## src/rtl/muldiv_unit_if.sv

```systemverilog
// Operand/result bundle between the control path and the
// iterative multiply/divide unit.
interface muldiv_unit_if #(
  parameter int WIDTH = 32
);
  logic             Start;
  logic [1:0]       Op;
  logic [WIDTH-1:0] DataA;
  logic [WIDTH-1:0] DataB;
  logic             Busy;
  logic             Done;
  logic [WIDTH-1:0] Hi;
  logic [WIDTH-1:0] Lo;
  logic             DivZero;

  modport master (
    output Start, Op, DataA, DataB,
    input  Busy, Done, Hi, Lo, DivZero
  );

  modport slave (
    input  Start, Op, DataA, DataB,
    output Busy, Done, Hi, Lo, DivZero
  );
endinterface

```

## src/rtl/muldiv_unit.sv

```systemverilog
// Radix-2 iterative MULTU/MULT/DIVU/DIV unit producing Hi/Lo,
// one shift-add or restoring-subtract step per cycle.
module muldiv_unit #(
  parameter int WIDTH = 32
) (
  input  logic          clk,
  input  logic          Reset,
  muldiv_unit_if.slave  bus
);
  localparam int CW = $clog2(WIDTH);

  typedef enum logic [1:0] {
    IDLE,
    CALC,
    FIX
  } state_t;

  state_t             state, state_n;
  logic [1:0]         op_q, op_n;
  logic [WIDTH-1:0]   a_q, a_n;
  logic [WIDTH-1:0]   opd_q, opd_n;
  logic               sa_q, sa_n;
  logic               sb_q, sb_n;
  logic [CW-1:0]      cnt_q, cnt_n;
  logic [2*WIDTH-1:0] acc_q, acc_n;
  logic               busy_q, busy_n;
  logic               done_q, done_n;
  logic [WIDTH-1:0]   hi_q, hi_n;
  logic [WIDTH-1:0]   lo_q, lo_n;
  logic               dz_q, dz_n;

  logic               sgn_a, sgn_b;
  logic [WIDTH-1:0]   mag_a, mag_b;
  logic [WIDTH:0]     sum;
  logic [WIDTH:0]     trial;
  logic [2*WIDTH-1:0] prod;
  logic [WIDTH-1:0]   quo, rem;

  assign sgn_a = bus.Op[0] & bus.DataA[WIDTH-1];
  assign sgn_b = bus.Op[0] & bus.DataB[WIDTH-1];
  assign mag_a = sgn_a ? -bus.DataA : bus.DataA;
  assign mag_b = sgn_b ? -bus.DataB : bus.DataB;

  // opd_q holds the multiplicand for multiply, divisor for divide
  assign sum   = {1'b0, acc_q[2*WIDTH-1:WIDTH]} + {1'b0, opd_q};
  assign trial = acc_q[2*WIDTH-1:WIDTH-1] - {1'b0, opd_q};

  assign prod = (op_q[0] & (sa_q ^ sb_q)) ? -acc_q : acc_q;
  assign quo  = (op_q[0] & (sa_q ^ sb_q)) ?
                -acc_q[WIDTH-1:0] : acc_q[WIDTH-1:0];
  assign rem  = (op_q[0] & sa_q) ?
                -acc_q[2*WIDTH-1:WIDTH] : acc_q[2*WIDTH-1:WIDTH];

  always_comb begin
    state_n = state;
    op_n    = op_q;
    a_n     = a_q;
    opd_n   = opd_q;
    sa_n    = sa_q;
    sb_n    = sb_q;
    cnt_n   = cnt_q;
    acc_n   = acc_q;
    busy_n  = busy_q;
    done_n  = 1'b0;
    hi_n    = hi_q;
    lo_n    = lo_q;
    dz_n    = dz_q;
    unique case (state)
      IDLE: begin
        if (bus.Start) begin
          op_n   = bus.Op;
          a_n    = bus.DataA;
          sa_n   = sgn_a;
          sb_n   = sgn_b;
          cnt_n  = '0;
          busy_n = 1'b1;
          if (bus.Op[1]) begin
            opd_n = mag_b;
            acc_n = {{WIDTH{1'b0}}, mag_a};
          end else begin
            opd_n = mag_a;
            acc_n = {{WIDTH{1'b0}}, mag_b};
          end
          if (bus.Op[1] && bus.DataB == '0)
            state_n = FIX;
          else
            state_n = CALC;
        end
      end
      CALC: begin
        cnt_n = cnt_q + CW'(1);
        if (op_q[1]) begin
          if (!trial[WIDTH])
            acc_n = {trial[WIDTH-1:0],
                     acc_q[WIDTH-2:0], 1'b1};
          else
            acc_n = {acc_q[2*WIDTH-2:0], 1'b0};
        end else if (acc_q[0]) begin
          acc_n = {sum, acc_q[WIDTH-1:1]};
        end else begin
          acc_n = {1'b0, acc_q[2*WIDTH-1:1]};
        end
        if (cnt_q == CW'(WIDTH-1))
          state_n = FIX;
      end
      FIX: begin
        busy_n  = 1'b0;
        done_n  = 1'b1;
        state_n = IDLE;
        if (!op_q[1]) begin
          {hi_n, lo_n} = prod;
          dz_n = 1'b0;
        end else if (opd_q == '0) begin
          hi_n = a_q;
          lo_n = '1;
          dz_n = 1'b1;
        end else begin
          hi_n = rem;
          lo_n = quo;
          dz_n = 1'b0;
        end
      end
      default: state_n = IDLE;
    endcase
  end

  always_ff @(posedge clk) begin
    if (Reset) begin
      state  <= IDLE;
      op_q   <= '0;
      a_q    <= '0;
      opd_q  <= '0;
      sa_q   <= 1'b0;
      sb_q   <= 1'b0;
      cnt_q  <= '0;
      acc_q  <= '0;
      busy_q <= 1'b0;
      done_q <= 1'b0;
      hi_q   <= '0;
      lo_q   <= '0;
      dz_q   <= 1'b0;
    end else begin
      state  <= state_n;
      op_q   <= op_n;
      a_q    <= a_n;
      opd_q  <= opd_n;
      sa_q   <= sa_n;
      sb_q   <= sb_n;
      cnt_q  <= cnt_n;
      acc_q  <= acc_n;
      busy_q <= busy_n;
      done_q <= done_n;
      hi_q   <= hi_n;
      lo_q   <= lo_n;
      dz_q   <= dz_n;
    end
  end

  assign bus.Busy    = busy_q;
  assign bus.Done    = done_q;
  assign bus.Hi      = hi_q;
  assign bus.Lo      = lo_q;
  assign bus.DivZero = dz_q;
endmodule

```

## src/flat_wrapper.sv

```systemverilog
// flat-port wrapper written by rule: the top's interface ports become plain ports
module muldiv_unit_flat 
#(
  parameter int WIDTH = 32
)
  (clk, Reset, bus_Start, bus_Op, bus_DataA, bus_DataB, bus_Busy, bus_Done, bus_Hi, bus_Lo, bus_DivZero);
  muldiv_unit_if #(.WIDTH(WIDTH)) bus_i ();
  input  logic clk;
  input  logic Reset;
  input wire logic [$bits(bus_i.Start)-1:0] bus_Start;
  input wire logic [$bits(bus_i.Op)-1:0] bus_Op;
  input wire logic [$bits(bus_i.DataA)-1:0] bus_DataA;
  input wire logic [$bits(bus_i.DataB)-1:0] bus_DataB;
  output wire logic [$bits(bus_i.Busy)-1:0] bus_Busy;
  output wire logic [$bits(bus_i.Done)-1:0] bus_Done;
  output wire logic [$bits(bus_i.Hi)-1:0] bus_Hi;
  output wire logic [$bits(bus_i.Lo)-1:0] bus_Lo;
  output wire logic [$bits(bus_i.DivZero)-1:0] bus_DivZero;
  assign bus_i.Start = bus_Start;
  assign bus_i.Op = bus_Op;
  assign bus_i.DataA = bus_DataA;
  assign bus_i.DataB = bus_DataB;
  assign bus_Busy = bus_i.Busy;
  assign bus_Done = bus_i.Done;
  assign bus_Hi = bus_i.Hi;
  assign bus_Lo = bus_i.Lo;
  assign bus_DivZero = bus_i.DivZero;
  muldiv_unit #(.WIDTH(WIDTH)) u_core (.clk(clk), .Reset(Reset), .bus(bus_i));
endmodule
```

## config.mk

```make
export PLATFORM = sky130hd
export DESIGN_NAME = muldiv_unit_flat
export DESIGN_NICKNAME = d
export VERILOG_FILES = /design/src/rtl/muldiv_unit_if.sv /design/src/rtl/muldiv_unit.sv /design/src/flat_wrapper.sv
export SDC_FILE = /design/constraint.sdc
export NUM_CORES = 1
export LEC_CHECK = 0
export CORE_UTILIZATION = 60
export DETAILED_ROUTE_END_ITERATION = 12
export PLACE_DENSITY = 0.82
export SYNTH_ARGS = -nofsm -noshare
export SYNTH_HDL_FRONTEND = slang
export SYNTH_SLANG_ARGS = --single-unit
```

## constraint.sdc

```tcl
create_clock -name clk -period 7.4 [get_ports clk]
set_clock_uncertainty 0.05 [all_clocks]
set_input_delay 1.11 -clock clk [delete_from_list [all_inputs] [get_ports clk]]
set_output_delay 1.11 -clock clk [all_outputs]
set_load 0.005 [all_outputs]
```

* After elaboration in Yosys (flattened, before gate mapping)
Index checks and enable logic that the tools add are counted.
** Operators by class
- Bitwise operators :: 5
- $add $sub $neg :: 8
- Reduce and logical (&&, ||, !) cells :: 10
- Eq/ne operators :: 5
- Muxes and demuxes :: 27
** Operators by type and width (count)
- 32-bit two-way mux :: 10
- 64-bit two-way mux :: 5
- 32-bit negation :: 4
- 64-bit case mux with 2 select lines :: 1
- 32-bit zero test :: 2
- 64-bit negation :: 1
- 32-bit by 32-bit adder with 33-bit output :: 1
- 33-bit by 32-bit subtractor with 33-bit output :: 1
- 5-bit case mux with 2 select lines :: 1
- 2-bit AND reduction :: 4
- 2-bit two-way mux :: 3
- 5-bit by 1-bit adder with 5-bit output (second input constant) :: 1
- 5-bit == test (second input constant) :: 1
- 5-bit two-way mux :: 1
- 1-bit AND :: 4
- 1-bit two-way mux :: 4
- 2-bit case mux with 2 select lines :: 1
- 2-bit nonzero test :: 2
- 2-bit by 1-bit == test with 1-bit output (second input constant) :: 1
- 2-bit == test (second input constant) :: 1
- 2-bit zero test :: 1
- 2-bit by 1-bit != test with 1-bit output (second input constant) :: 1
- 2-bit != test (second input constant) :: 1
- 1-bit case mux with 2 select lines :: 1
- 2 further kinds :: 2
** Storage, ports and cells
- Bits in registers :: 206
- Logic and storage cells :: 68

* Depth between registers and ports, before layout
Gate-level depths: netlist (run 1).
- Word-level depth :: 5
- Depth in mapped cells :: 15

* Worst setup path after synthesis (run 1)
No wires, ideal clock.
- Path type :: input to register
- From :: input port bus_DataB[8]
- To :: register u_core.acc_q[26]
- Slack :: 3.751 ns
- Stages on the path :: 9
- Arrival :: 3.477 ns
- Buffers on the path :: 0
- Required time :: 7.228 ns
- Cells stage by stage :: or4_1 -> or3_1 -> or4_4 -> nor3_2 -> nand2_1 -> o21ai_1 -> xor2_1 -> mux2i_1 -> a221o_1
** Between the ends
- Cells in the longest elaborated chain, start to end :: 5
** RTL lines
- from (decl) :: RTL line flat_wrapper.sv:13 : input wire logic [$bits(bus_i.DataB)-1:0] bus_DataB;
- 32-bit negation :: RTL line muldiv_unit.sv:42 : assign mag_b = sgn_b ? -bus.DataB : bus.DataB;
- 32-bit two-way mux :: RTL line muldiv_unit.sv:42
- 32-bit two-way mux :: RTL line muldiv_unit.sv:77 : if (bus.Op[1]) begin
- 64-bit two-way mux :: RTL line muldiv_unit.sv:70 : if (bus.Start) begin
- 64-bit case mux with 2 select lines :: RTL line muldiv_unit.sv:68 : unique case (state)
- to (signal assigned) :: RTL line muldiv_unit.sv:150 : acc_q <= acc_n;
- to (decl) :: RTL line muldiv_unit.sv:25 : logic [2*WIDTH-1:0] acc_q, acc_n;
Every way passes these cells. The select of a mux whose other input is x is not followed.
A chain may end at the register's enable or synchronous reset.

* Final worst setup path (run 1)
- From :: register u_core.acc_q[34]
- To :: register u_core.acc_q[58]
** Between the ends
- Cells in the longest elaborated chain, start to end :: 4
- Elaborated cells between the ends (all ways) :: 6
** RTL lines
- 33-bit by 32-bit subtractor with 33-bit output or 32-bit by 32-bit adder with 33-bit output (tied branches) :: RTL line muldiv_unit.sv:46, muldiv_unit.sv:45
- 64-bit two-way mux, on equally long branches :: RTL line muldiv_unit.sv:93, muldiv_unit.sv:98
- 64-bit two-way mux (*) :: RTL line muldiv_unit.sv:92 : if (op_q[1]) begin
- 64-bit case mux with 2 select lines (*) :: RTL line muldiv_unit.sv:68
Every way passes the cells marked *; elsewhere a longest branch is shown, timed or not.

==> summary.txt, run 1 <==
Clock network
  – Later-pin clock latency in the skew report: 560 ps
  – # hold bufs at CTS: 0
  – # clock sinks: 206
  – Clock buffer depth: 3
  – CTS HTree Levels: 1
  – CTS Buf Count: 25
  – CTS root buf: clkbuf_16
  – Resize count post-CTS: 0
  – Clk pin slew, worst setup/hold paths: 60 ps
  – TritonCTS clock tree: built
  – Setup bufs post-CTS: 0

Floorplan
  – Die ar.: 28,990 um2
  – Core area: 27,780 um2
  – Row count: 61
  – Die width: 170.3 um
  – Die Ht: 170.3 um
  – Initial Utilization: 61.16%
  – IO Count: 136

Status
  – Status: finished clean

Yosys
  – Syn avg cell area: 7.233 um2
  – Synth warn: 0
  – Syn Std Cell Area: 16,990 um2
  – Post-synthesis sequential element count: 206
  – Mapped Nets: 2,490
  – Syn Inst Count: 2,349
  – Ys async rst share: 0%
  – Post-synthesis sequential area ratio: 24.27%
  – Post-synthesis cell type count: 86
  – Post-synth EDFFs: 0
  – Main synth FF type: dfxtp_1

Global route
  – Initial antenna violation count: 0
  – Busiest grt layer: met2
  – Met3 Use GR: 6.674%
  – Vias in the first global route: 16,556
  – Met1 usage: 55.33%
  – Maximum number of pins on one net before global-route repair: 82
  – Grt met2 use: 64.58%
  – First-pass GRT wire length: 94.61 mm
  – GRT Overall Usage: 42.23%
  – GRT overflow: 0

Cells and area
  – Most frequent cells in the layout: nor2_1, a21oi_1, nand2_1, dfxtp_1, clkdlybuf4s50_1
  – Commonest non-fill, non-tap cell in the layout: nor2_1
  – Non-Filler Instances: 2,748
  – Synth-to-layout area growth: 13.38%
  – Fin nets: 2,493
  – Post-layout util: 69.34%
  – Layout cells sized above 1: 5.021%
  – Fin area: 19,260 um2
  – Ant diodes: 0
  – Fill cells: 2,439

Worst setup path
  – Slowest cell on crit path: a41o_1
  – Crit path buf inv count: 0
  – CP max stage delay: 720 ps
  – Worst Path Required: 7800 ps
  – CP endpoint kind: flop
  – Cell Chain, Critical Path: ha_1 -> o211ai_1 -> a21oi_1 -> nor3b_1 -> o31ai_4 -> a211oi_2 -> o21ai_2 -> a2111oi_2 -> a41o_1 -> a221oi_1 -> o31ai_1
  – Arrival time worst endpoint: 4820 ps
  – Setup Crit Path Kind: flop to flop
  – Worst-path fanout max: 18
  – Delay-heaviest family, CP: compound AO/OA/AOI/OAI gates
  – Startpoint types: flop

Timing
  – Fin crit share: 59.73%
  – Sum of negative setup slack: 0 ps
  – # setup viols final: 0
  – Slew headroom: 18.77%
  – Fin Hold WS: 397.2 ps
  – RSZ-0062 raised after global routing: no
  – Period minus WS final: 4420 ps
  – Worst-margin pin slew: 1203 ps
  – Max-slew violation count: 0
  – F_max: 0.2263 GHz
  – Endpoints failing hold: 0

Power
  – Peak VDD IR: 0.1934 mV
  – P per Cell Area: 198.4 nW/um2
  – Cell leakage power: 7.298 nW

Routing
  – Via count: 18,455
  – DRT iter0 DRCs: 2,407
  – Residual DRC: 0
  – Final WL: 62.47 mm
  – WL per Instance: 22.73 um
  – Antenna-violating nets left: 0
  – Avg Vias per Cell: 6.716
  – DRT Pass-1 Iters: 6

Placed design
  – Port bufs: 135
  – Placed Area: 18,330 um2
  – Placed insts: 2,703
  – Hpwl dp: 46.06 mm
  – Gpl congestion: 1.007

Job
  – Max-cap violations: 0

Min path
  – Min-delay worst type: flop to flop
metrics by stage:
| step | power, W | worst slack [ps] |
|---|---|---|
| final | 0.003821 | 2980 |
| after global routing | 0.003961 | 2731 |
| after CTS | 0.003779 | 3111 |
| after detailed placement | 0.002400 | 2905 |
| after global placement | 0.002375 | 2967 |
| after floorplan | 0.002067 | 3751 |
worst paths after layout:
kind                      from                end  slack [ps]  depth (start not counted)
max reg2reg   u_core.acc_q[34]   u_core.acc_q[58]        2980                         11
min          u_core.bus.Hi[17]  u_core.bus.Hi[17]         400                          2
min reg2reg  u_core.bus.Hi[17]  u_core.bus.Hi[17]         400                          2
max           u_core.acc_q[34]   u_core.acc_q[58]        2980                         11
worst reg2reg max path, cell delays in order, from the launching register on:
cell	delay, ps
dfxtp_1	650
ha_1	370
o211ai_1	170
a21oi_1	110
nor3b_1	690
o31ai_4	200
a211oi_2	330
o21ai_2	170
a2111oi_2	450
a41o_1	720
a221oi_1	180
o31ai_1	250
final cells by class:
type                            count  area, um2  area share (%)
Sequential cell                   206       4129           21.43
Clock inverter                     15      230.2           1.195
Clock buffer                       30      705.7           3.663
Timing Repair Buffer              166       1577           8.184
Tap cell                          378      473.0           2.455
Inverter                           72      270.3           1.403
Multi-Input combinational cell   1881      11880           61.67
routing by layer:
layer / wire length [um] / up-vias / part of all wire (%)
li1: - / 8515 / -
met1: 24760 / 8629 / 40
met2: 26660 / 1112 / 43
met3: 6691 / 199 / 11
met4: 4356 / 0 / 7.0
met5: 0 / - / 0
synth_stat cells, types with 7 or more instances:
library cell	count	share of area, %
a221oi_1	25	1.3
nand3b_1	7	0.31
nor2_1	272	6.0
o21ai_1	20	0.59
xor2_1	84	4.3
o22ai_1	47	1.7
a21oi_1	261	7.7
o211ai_1	54	2.4
inv_1	69	1.5
a311oi_1	13	0.67
and2_1	8	0.29
buf_1	25	0.55
nand4_1	16	0.59
or4_1	9	0.40
nor3_1	41	1.2
o41ai_1	14	0.72
or3_1	21	0.77
a211oi_1	89	3.9
ha_1	70	5.2
mux2i_1	71	4.2
o31ai_1	23	1.0
nand2_1	260	5.7
nor2b_1	20	0.74
dfxtp_1	206	24
and3_1	12	0.44
clkbuf_1	156	3.4
xnor2_1	107	5.5
nand3_1	25	0.74
o21a_1	8	0.35
a31oi_1	19	0.70
nand2b_1	16	0.59
o21ai_0	115	3.4
a21o_1	23	1.0
nor4_1	22	0.81
power breakdown:
part           switching, W  internal [W]  leakage (nW)  total (W)
registers          0.000118       0.00116          1.68    0.00128
clock network      0.000536      0.000858         0.454    0.00139
logic              0.000723      0.000422          5.16    0.00115
registers in the layout (all words and copies together) (netlist names):
name                cells
u_core.bus.DivZero      1
u_core.cnt_q            5
u_core.bus.Busy         1
u_core.a_q             32
u_core.sb_q             1
u_core.bus.Hi          32
u_core.state            2
u_core.bus.Lo          32
u_core.sa_q             1
u_core.acc_q           64
u_core.bus.Done         1
u_core.opd_q           32
u_core.op_q             2
kinds of logic (layout without fill, tap and decap cells):
| family | after synthesis | in the layout | share of synthesized area (%) |
|---|---|---|---|
| flops | 206 | 206 | 24.27 |
| fa+ha+maj | 72 | 72 | 5.391 |
| compound gates | 778 | 778 | 29.36 |
| mux | 74 | 74 | 4.382 |
| xor+xnor | 193 | 193 | 10.10 |
| buf+inv | 262 | 283 | 5.936 |
| simple gates | 764 | 764 | 20.55 |
No activity file was read; power rests on OpenSTA's default activity.
==> run 2: changes to the inputs <==
Settings changed: CORE_UTILIZATION 60 to 54, PLACE_DENSITY 0.82 to 0.78.
Clock period 7.4 ns to 3.8 ns, I/O delays scaled along.
==> run 2 against run 1 <==
Core utilization decreased by 3.5 points. Setup slack got worse by 2800 ps. Global-route usage decreased by 2.6 points. Register-to-register slack got worse by 2800 ps. First-iteration DRC count decreased by 11%. Critical path type unchanged. Sequential share of layout area decreased by 1.0 points. Largest power group unchanged. Non-clock buffer count increased by 127. Sequential power increased by 89%. Maximum frequency increased by 22%. Final cell count increased by 5.3%.
==> summary.txt, run 2 (synthesized netlist as in run 1, its figures left out) <==
Worst setup path
  – Depth of the most critical reg-to-reg path: 17 (was 11)
  – Reg-to-reg setup timing slack: 180 ps (was 2980 ps)
  – Worst flop-to-flop path startpoint: u_core.acc_q[32] (was u_core.acc_q[34])
  – CP Capture Point: u_core.acc_q[59] (was u_core.acc_q[58])
  – Worst-path fanout max: 4 (was 18)
  – Arrival time worst endpoint: 4050 ps (was 4820 ps)
  – Beginning of the critical path: u_core.acc_q[32] (was u_core.acc_q[34])
  – RR Endpoint: u_core.acc_q[59] (was u_core.acc_q[58])
  – Worst Path Required: 4230 ps (was 7800 ps)
  – Startpoint types: flop (unchanged)
  – Setup Crit Path Kind: flop to flop (unchanged)
  – CP endpoint kind: flop (unchanged)

Job
  – Max-cap violations: 0 (unchanged)

Timing
  – Fin crit share: 95.14% (was 59.73%)
  – Sum of negative setup slack: 0 ps (unchanged)
  – Endpoints failing hold: 0 (unchanged)
  – Worst-margin pin slew: 1063 ps (was 1203 ps)
  – Slew headroom: 28.84% (was 18.77%)
  – Period minus WS final: 3616 ps (was 4420 ps)
  – RSZ-0062 raised after global routing: no (unchanged)
  – Max-slew violation count: 0 (unchanged)
  – # setup viols final: 0 (unchanged)
  – Setup slack after layout: 184.5 ps (was 2980 ps)
  – F_max: 0.2766 GHz (was 0.2263 GHz)

Cells and area
  – Largest Register: u_core.acc_q (unchanged)
  – Most frequent cells in the layout: nor2_1, a21oi_1, nand2_1, dfxtp_1, buf_4 (was nor2_1, a21oi_1, nand2_1, dfxtp_1, clkdlybuf4s50_1)
  – Synth-to-layout area growth: 19.18% (was 13.38%)
  – Layout cells sized above 1: 9.968% (was 5.021%)
  – Fill cells: 2,668 (was 2,439)
  – Ant diodes: 0 (unchanged)
  – Fin nets: 2,620 (was 2,493)
  – Commonest non-fill, non-tap cell in the layout: nor2_1 (unchanged)
  – Max FFs per register: 64 (unchanged)

Clock network
  – CTS Buf Count: 25 (unchanged)
  – CTS root buf: clkbuf_16 (unchanged)
  – CTS HTree Levels: 1 (unchanged)
  – Later-pin clock latency in the skew report: 550 ps (was 560 ps)
  – # hold bufs at CTS: 0 (unchanged)
  – TritonCTS clock tree: built (unchanged)
  – Clock buffer depth: 3 (unchanged)
  – # clock sinks: 206 (unchanged)
  – Clk pin slew, worst setup/hold paths: 70 ps (was 60 ps)

Global route
  – GRT Overall Usage: 39.58% (was 42.23%)
  – Maximum number of pins on one net before global-route repair: 126 (was 82)
  – GRT overflow: 0 (unchanged)
  – First-pass GRT wire length: 98.78 mm (was 94.61 mm)
  – Initial antenna violation count: 1 (was 0)
  – Vias in the first global route: 17,473 (was 16,556)

Routing
  – Final WL: 64.40 mm (was 62.47 mm)
  – Antenna-violating nets left: 0 (unchanged)
  – WL per Instance: 22.25 um (was 22.73 um)
  – DRT iter0 DRCs: 2,137 (was 2,407)
  – DRT Pass-1 Iters: 8 (was 6)
  – Avg Vias per Cell: 6.610 (was 6.716)
  – Via count: 19,130 (was 18,455)
  – Residual DRC: 0 (unchanged)

Placed design
  – Hpwl dp: 48.52 mm (was 46.06 mm)
  – Gpl congestion: 1.051 (was 1.007)
  – Post-Place Setup Slack: 42.10 ps (was 2905 ps)
  – Port bufs: 135 (unchanged)

Power
  – Switch share: 36.35% (was 36.04%)
  – P_int: 0.004783 W (was 0.002444 W)
  – Peak VDD IR: 0.3757 mV (was 0.1934 mV)
  – Psw: 0.002731 W (was 0.001377 W)
  – Cell leakage power: 7.915 nW (was 7.298 nW)
  – Clock power frac: 34.2% (was 36.5%)
  – P per Cell Area: 371.1 nW/um2 (was 198.4 nW/um2)
  – Sequential power share: 32.2% (was 33.5%)
  – Combinational share of power: 33.6% (was 30.0%)

Floorplan
  – Die width: 179.4 um (was 170.3 um)
  – Row count: 64 (was 61)
  – Die Ht: 179.4 um (was 170.3 um)
  – IO Count: 136 (unchanged)
  – Core area: 30,750 um2 (was 27,780 um2)
  – Initial Utilization: 55.25% (was 61.16%)
  – Die ar.: 32,180 um2 (was 28,990 um2)

Status
  – Status: finished clean (unchanged)

Min path
  – Min-delay worst type: input port to flop (was flop to flop)
## run 2: worst max-delay path: stages, from the launching register on
cell,delay [ps]
dfxtp_1,380
buf_4,140
ha_1,160
inv_1,60
fa_1,410
nand2b_1,210
a2111oi_2,330
buf_4,180
nor2_1,60
o211ai_1,200
buf_4,170
a31oi_1,150
buf_4,180
o21a_1,160
a21oi_1,190
o21ai_0,120
a31oi_1,240
a22o_1,140
## run 2: stage by stage
step | hold WS, ps | util [%] | instance area [um2] | power, W | std cells
2_1_floorplan | 383.2 | - | 16990 | 0.004026 | 2349
3_3_place_gp | 391.0 | 62.87 | 19330 | 0.004814 | 2847
3_5_place_dp | 397.3 | 62.87 | 19330 | 0.004868 | 2847
4_1_cts | 371.0 | 65.73 | 20210 | 0.007421 | 2893
5_1_grt | 409.7 | 65.85 | 20250 | 0.007793 | 2894
6_report | 392.6 | 65.85 | 20250 | 0.007514 | 2894
## run 2: how the worst min path moves through the flow
stage                      startpoint                 to  cells after the start
floorplan              u_core.a_q[16]     u_core.a_q[16]                      2
global placement    u_core.bus.Hi[27]  u_core.bus.Hi[27]                      2
detailed placement   u_core.bus.Hi[9]   u_core.bus.Hi[9]                      2
CTS                             Reset    u_core.cnt_q[0]                      2
global route                    Reset    u_core.cnt_q[0]                      2
finish                          Reset    u_core.cnt_q[0]                      2
## run 2: cell type report
class                   count  area, um2  share of cell area, %
repair buffers            293       2580                  12.74
multi-input cells        1881      11900                  58.75
clock inverters            15      178.9                 0.8836
well taps                 396      495.5                  2.447
clock buffers              31      699.4                  3.454
flip-flops and latches    206       4129                  20.39
inverters                  72      270.3                  1.335
## run 2: routing by layer
metal	vias to the layer above	track usage [%]	wire length, um	part of all wire [%]
met5	-	0	18	0.028
met4	2	19.08	3480	5.4
met3	230	6.624	6863	11
met2	1133	61.28	27880	43
met1	9009	53.26	26150	41
li1	8756	-	-	-
## run 2: what timing repair did
action	CTS	global route
resized for setup	0	5
endpoints found under the hold margin	0	0
setup endpoints to repair	0	19
setup buffers	0	1
## run 2: power by group through the flow
| stage | Clock (W) | Sequential [W] | Combinational (W) |
|---|---|---|---|
| floorplan | 0 | 0.00239 | 0.00163 |
| global placement | 0 | 0.00245 | 0.00236 |
| detailed placement | 0 | 0.00245 | 0.00241 |
| CTS | 0.00259 | 0.00241 | 0.00243 |
| global route | 0.00266 | 0.00242 | 0.00271 |
| finish | 0.00257 | 0.00242 | 0.00252 |
==> variant: new RTL, settings of run 2 <==
`WIDTH` is set to 32 in 3 places; all go to 16.
--- a/src/rtl/muldiv_unit_if.sv
+++ b/src/rtl/muldiv_unit_if.sv
@@ -1,7 +1,7 @@
 // Operand/result bundle between the control path and the
 // iterative multiply/divide unit.
 interface muldiv_unit_if #(
-  parameter int WIDTH = 32
+  parameter int WIDTH = 16
 );
   logic             Start;
   logic [1:0]       Op;
--- a/src/rtl/muldiv_unit.sv
+++ b/src/rtl/muldiv_unit.sv
@@ -1,7 +1,7 @@
 // Radix-2 iterative MULTU/MULT/DIVU/DIV unit producing Hi/Lo,
 // one shift-add or restoring-subtract step per cycle.
 module muldiv_unit #(
-  parameter int WIDTH = 32
+  parameter int WIDTH = 16
 ) (
   input  logic          clk,
   input  logic          Reset,
--- a/src/flat_wrapper.sv
+++ b/src/flat_wrapper.sv
@@ -1,7 +1,7 @@
 // flat-port wrapper written by rule: the top's interface ports become plain ports
 module muldiv_unit_flat 
 #(
-  parameter int WIDTH = 32
+  parameter int WIDTH = 16
 )
   (clk, Reset, bus_Start, bus_Op, bus_DataA, bus_DataB, bus_Busy, bus_Done, bus_Hi, bus_Lo, bus_DivZero);
   muldiv_unit_if #(.WIDTH(WIDTH)) bus_i ();
Ports: changed (resized bus_DataA, bus_DataB, bus_Hi and bus_Lo); port bits go from 136 to 72. No check against the original RTL was run, so the function may have changed too.
==> variant against run 2 <==
  * First-iteration DRC count down 53%
  * Global-route usage down 8.0 points
  * Routed wire length down 62%
  * Via count down 57%
  * Power down 54%
  * Non-clock buffer count down 187
  * Sequential share of layout area up 2.5 points
  * Final area down 53%
  * Count of clock-buffer cells in the layout down 20
  * Synthesized area down 51%
  * Sequential cell count down 97
  * Worst setup slack better by 210 ps
  * Maximum frequency up 6.1%
==> variant: results (changes against run 2) <==
| Metric | Value |
|---|---|
| Status | finished clean (unchanged) |
| GRT met2 Usage | 0.475 (was 0.613) |
| GR Util met3 | 0.0421 (was 0.0662) |
| Vias per cell | 6.18 (was 6.61) |
| Layout cell share with drive strength beyond 1 | 0.0629 (was 0.0997) |
| Critical path peak fanout | 12 (was 4) |
| Seq/Total Area, Yosys | 0.263 (was 0.243) |
| Post-CTS setup buffers | 0 (unchanged) |
| Fraction of met1 tracks used by global routing | 0.462 (was 0.533) |
| Reg2reg path depth | 12 (was 17) |
| Least-Margin Pin Slew | 1240 ps (was 1060 ps) |
| Max layer used | met4 (was met5) |
| Max reg flops | 32 (was 64) |
| Initial DRC Count | 994 (was 2,137) |
| H-tree Lvls | 3 (was 1) |
| Antenna violations before repair | 1 (unchanged) |
| Unique masters post-synth | 69 (was 86) |
| GP Congestion | 0.981 (was 1.05) |
| TritonCTS Buffers | 9 (was 25) |
| Mapped Cells | 1,119 (was 2,349) |
| Metal2 WL | 10.7 mm (was 27.9 mm) |
| Reg-to-reg slack, setup | 390 ps (was 180 ps) |
| Worst-case clock buffer depth | 2 (was 3) |
| Placed insts | 1,329 (was 2,847) |
| Drt pass-1 iters | 6 (was 8) |
| Wire length of the first global-routing pass | 39.6 mm (was 98.8 mm) |
| Worst reg2reg path endpoint | u_core.acc_q[20] (was u_core.acc_q[59]) |
| Syn Nets | 1,195 (was 2,490) |
| Vias in the first global route | 7,527 (was 17,473) |
| Crit path DAT | 3620 ps (was 4050 ps) |
| Worst hold endpoint | u_core.bus.Hi[7] (was u_core.cnt_q[0]) |
| Maximum vdd drop | 0.259 mV (was 0.376 mV) |
| Drt total wl | 24.6 mm (was 64.4 mm) |
| Placed cell areas | 9210 µm² (was 19,300 µm²) |
| Met1 wire length | 11.3 mm (was 26.2 mm) |
| Critical Path Max Stage Delay | 560 ps (was 410 ps) |
| CP top delay family | compound AO/OA/AOI/OAI gates (unchanged) |
| Hold path startpoint | u_core.bus.Hi[7] (was Reset) |
| Final HPWL DP | 18.4 mm (was 48.5 mm) |
| I/O Buffers | 71 (was 135) |
| Ys Warns | 0 (unchanged) |
| DR WL met3 | 2.02 mm (was 6.86 mm) |
| Tot GR Track Use | 0.316 (was 0.396) |
| Leakage Power | 0.00370 µW (was 0.00792 µW) |
| Setup crit start | u_core.acc_q[15] (was u_core.acc_q[32]) |
| Clock latency on the worst-skew pair | 360 ps (was 550 ps) |
| Largest net degree at the start of global routing | 84 (was 126) |
| Worst min path class | reg -> reg (was in -> reg) |
| Ranking of synthesized cells by area | dfxtp_1 (26%), a21oi_1 (6.8%), nor2_1 (6.2%), mux2i_1 (6.2%), nand2_1 (5.8%) (was dfxtp_1 (24%), a21oi_1 (7.7%), nor2_1 (6.0%), nand2_1 (5.7%), xnor2_1 (5.5%)) |
| Commonest cells post-synth | nor2_1 (137), nand2_1 (129), a21oi_1 (113), dfxtp_1 (109), clkbuf_1 (67) (was nor2_1 (272), a21oi_1 (261), nand2_1 (260), dfxtp_1 (206), clkbuf_1 (156)) |
| DR vias | 8,318 (was 19,130) |
| Slowest cell on crit path | nor2_2 (was fa_1) |
==> variant: through the flow <==
step	worst slack [ps]	hold slack [ps]
2_1_floorplan	822	383
3_3_place_gp	229	394
3_5_place_dp	151	397
4_1_cts	131	408
5_1_grt	157	429
6_report	392	407
==> variant: where the power goes <==
part | total (µW) | switching [µW] | internal [µW] | leakage [µW]
Sequential | 1310 | 97.8 | 1210 | 0.000890
Combinational | 1100 | 646 | 452 | 0.00265
Clock | 1050 | 482 | 563 | 0.000161
Total | 3450 | 1230 | 2230 | 0.00370
==> variant: cell type report <==
| type | count | area, µm² |
|---|---|---|
| clock buffer | 11 | 253 |
| clock inverter | 5 | 70.1 |
| fill | 1308 | 5220 |
| inverter | 35 | 131 |
| multi-input combinational | 895 | 5670 |
| sequential | 109 | 2180 |
| tap | 184 | 230 |
| timing repair buffer | 106 | 993 |
==> variant: worst reg2reg max path, stage by stage (launching register included) <==
cell      delay [ps]
dfxtp_1          470
inv_1            140
ha_1             250
fa_1             390
nand2b_1         190
a21oi_1          270
o21a_1           190
o31ai_1          110
nor2_2           560
buf_12           220
mux2i_1          200
a21oi_1          100
a22o_1           190
==> variant: cells by family (layout without fill, tap and decap cells) <==
logic type               Yosys count  count (layout)  synth area share
AND/OR/NAND/NOR                  399             399             0.222
AO/OA/AOI/OAI                    317             317             0.244
buffers and inverters            115             157            0.0537
flip-flops                       109             109             0.263
XOR/XNOR                          87              87            0.0919
multiplexers                      53              53            0.0643
adder cells (fa/ha/maj)           39              39            0.0606
==> variant: timing repair <==
item                                    in CTS  in global routing
hold buffers                                 0                  0
endpoints found under the setup margin       0                 10
resized for setup                            0                  1
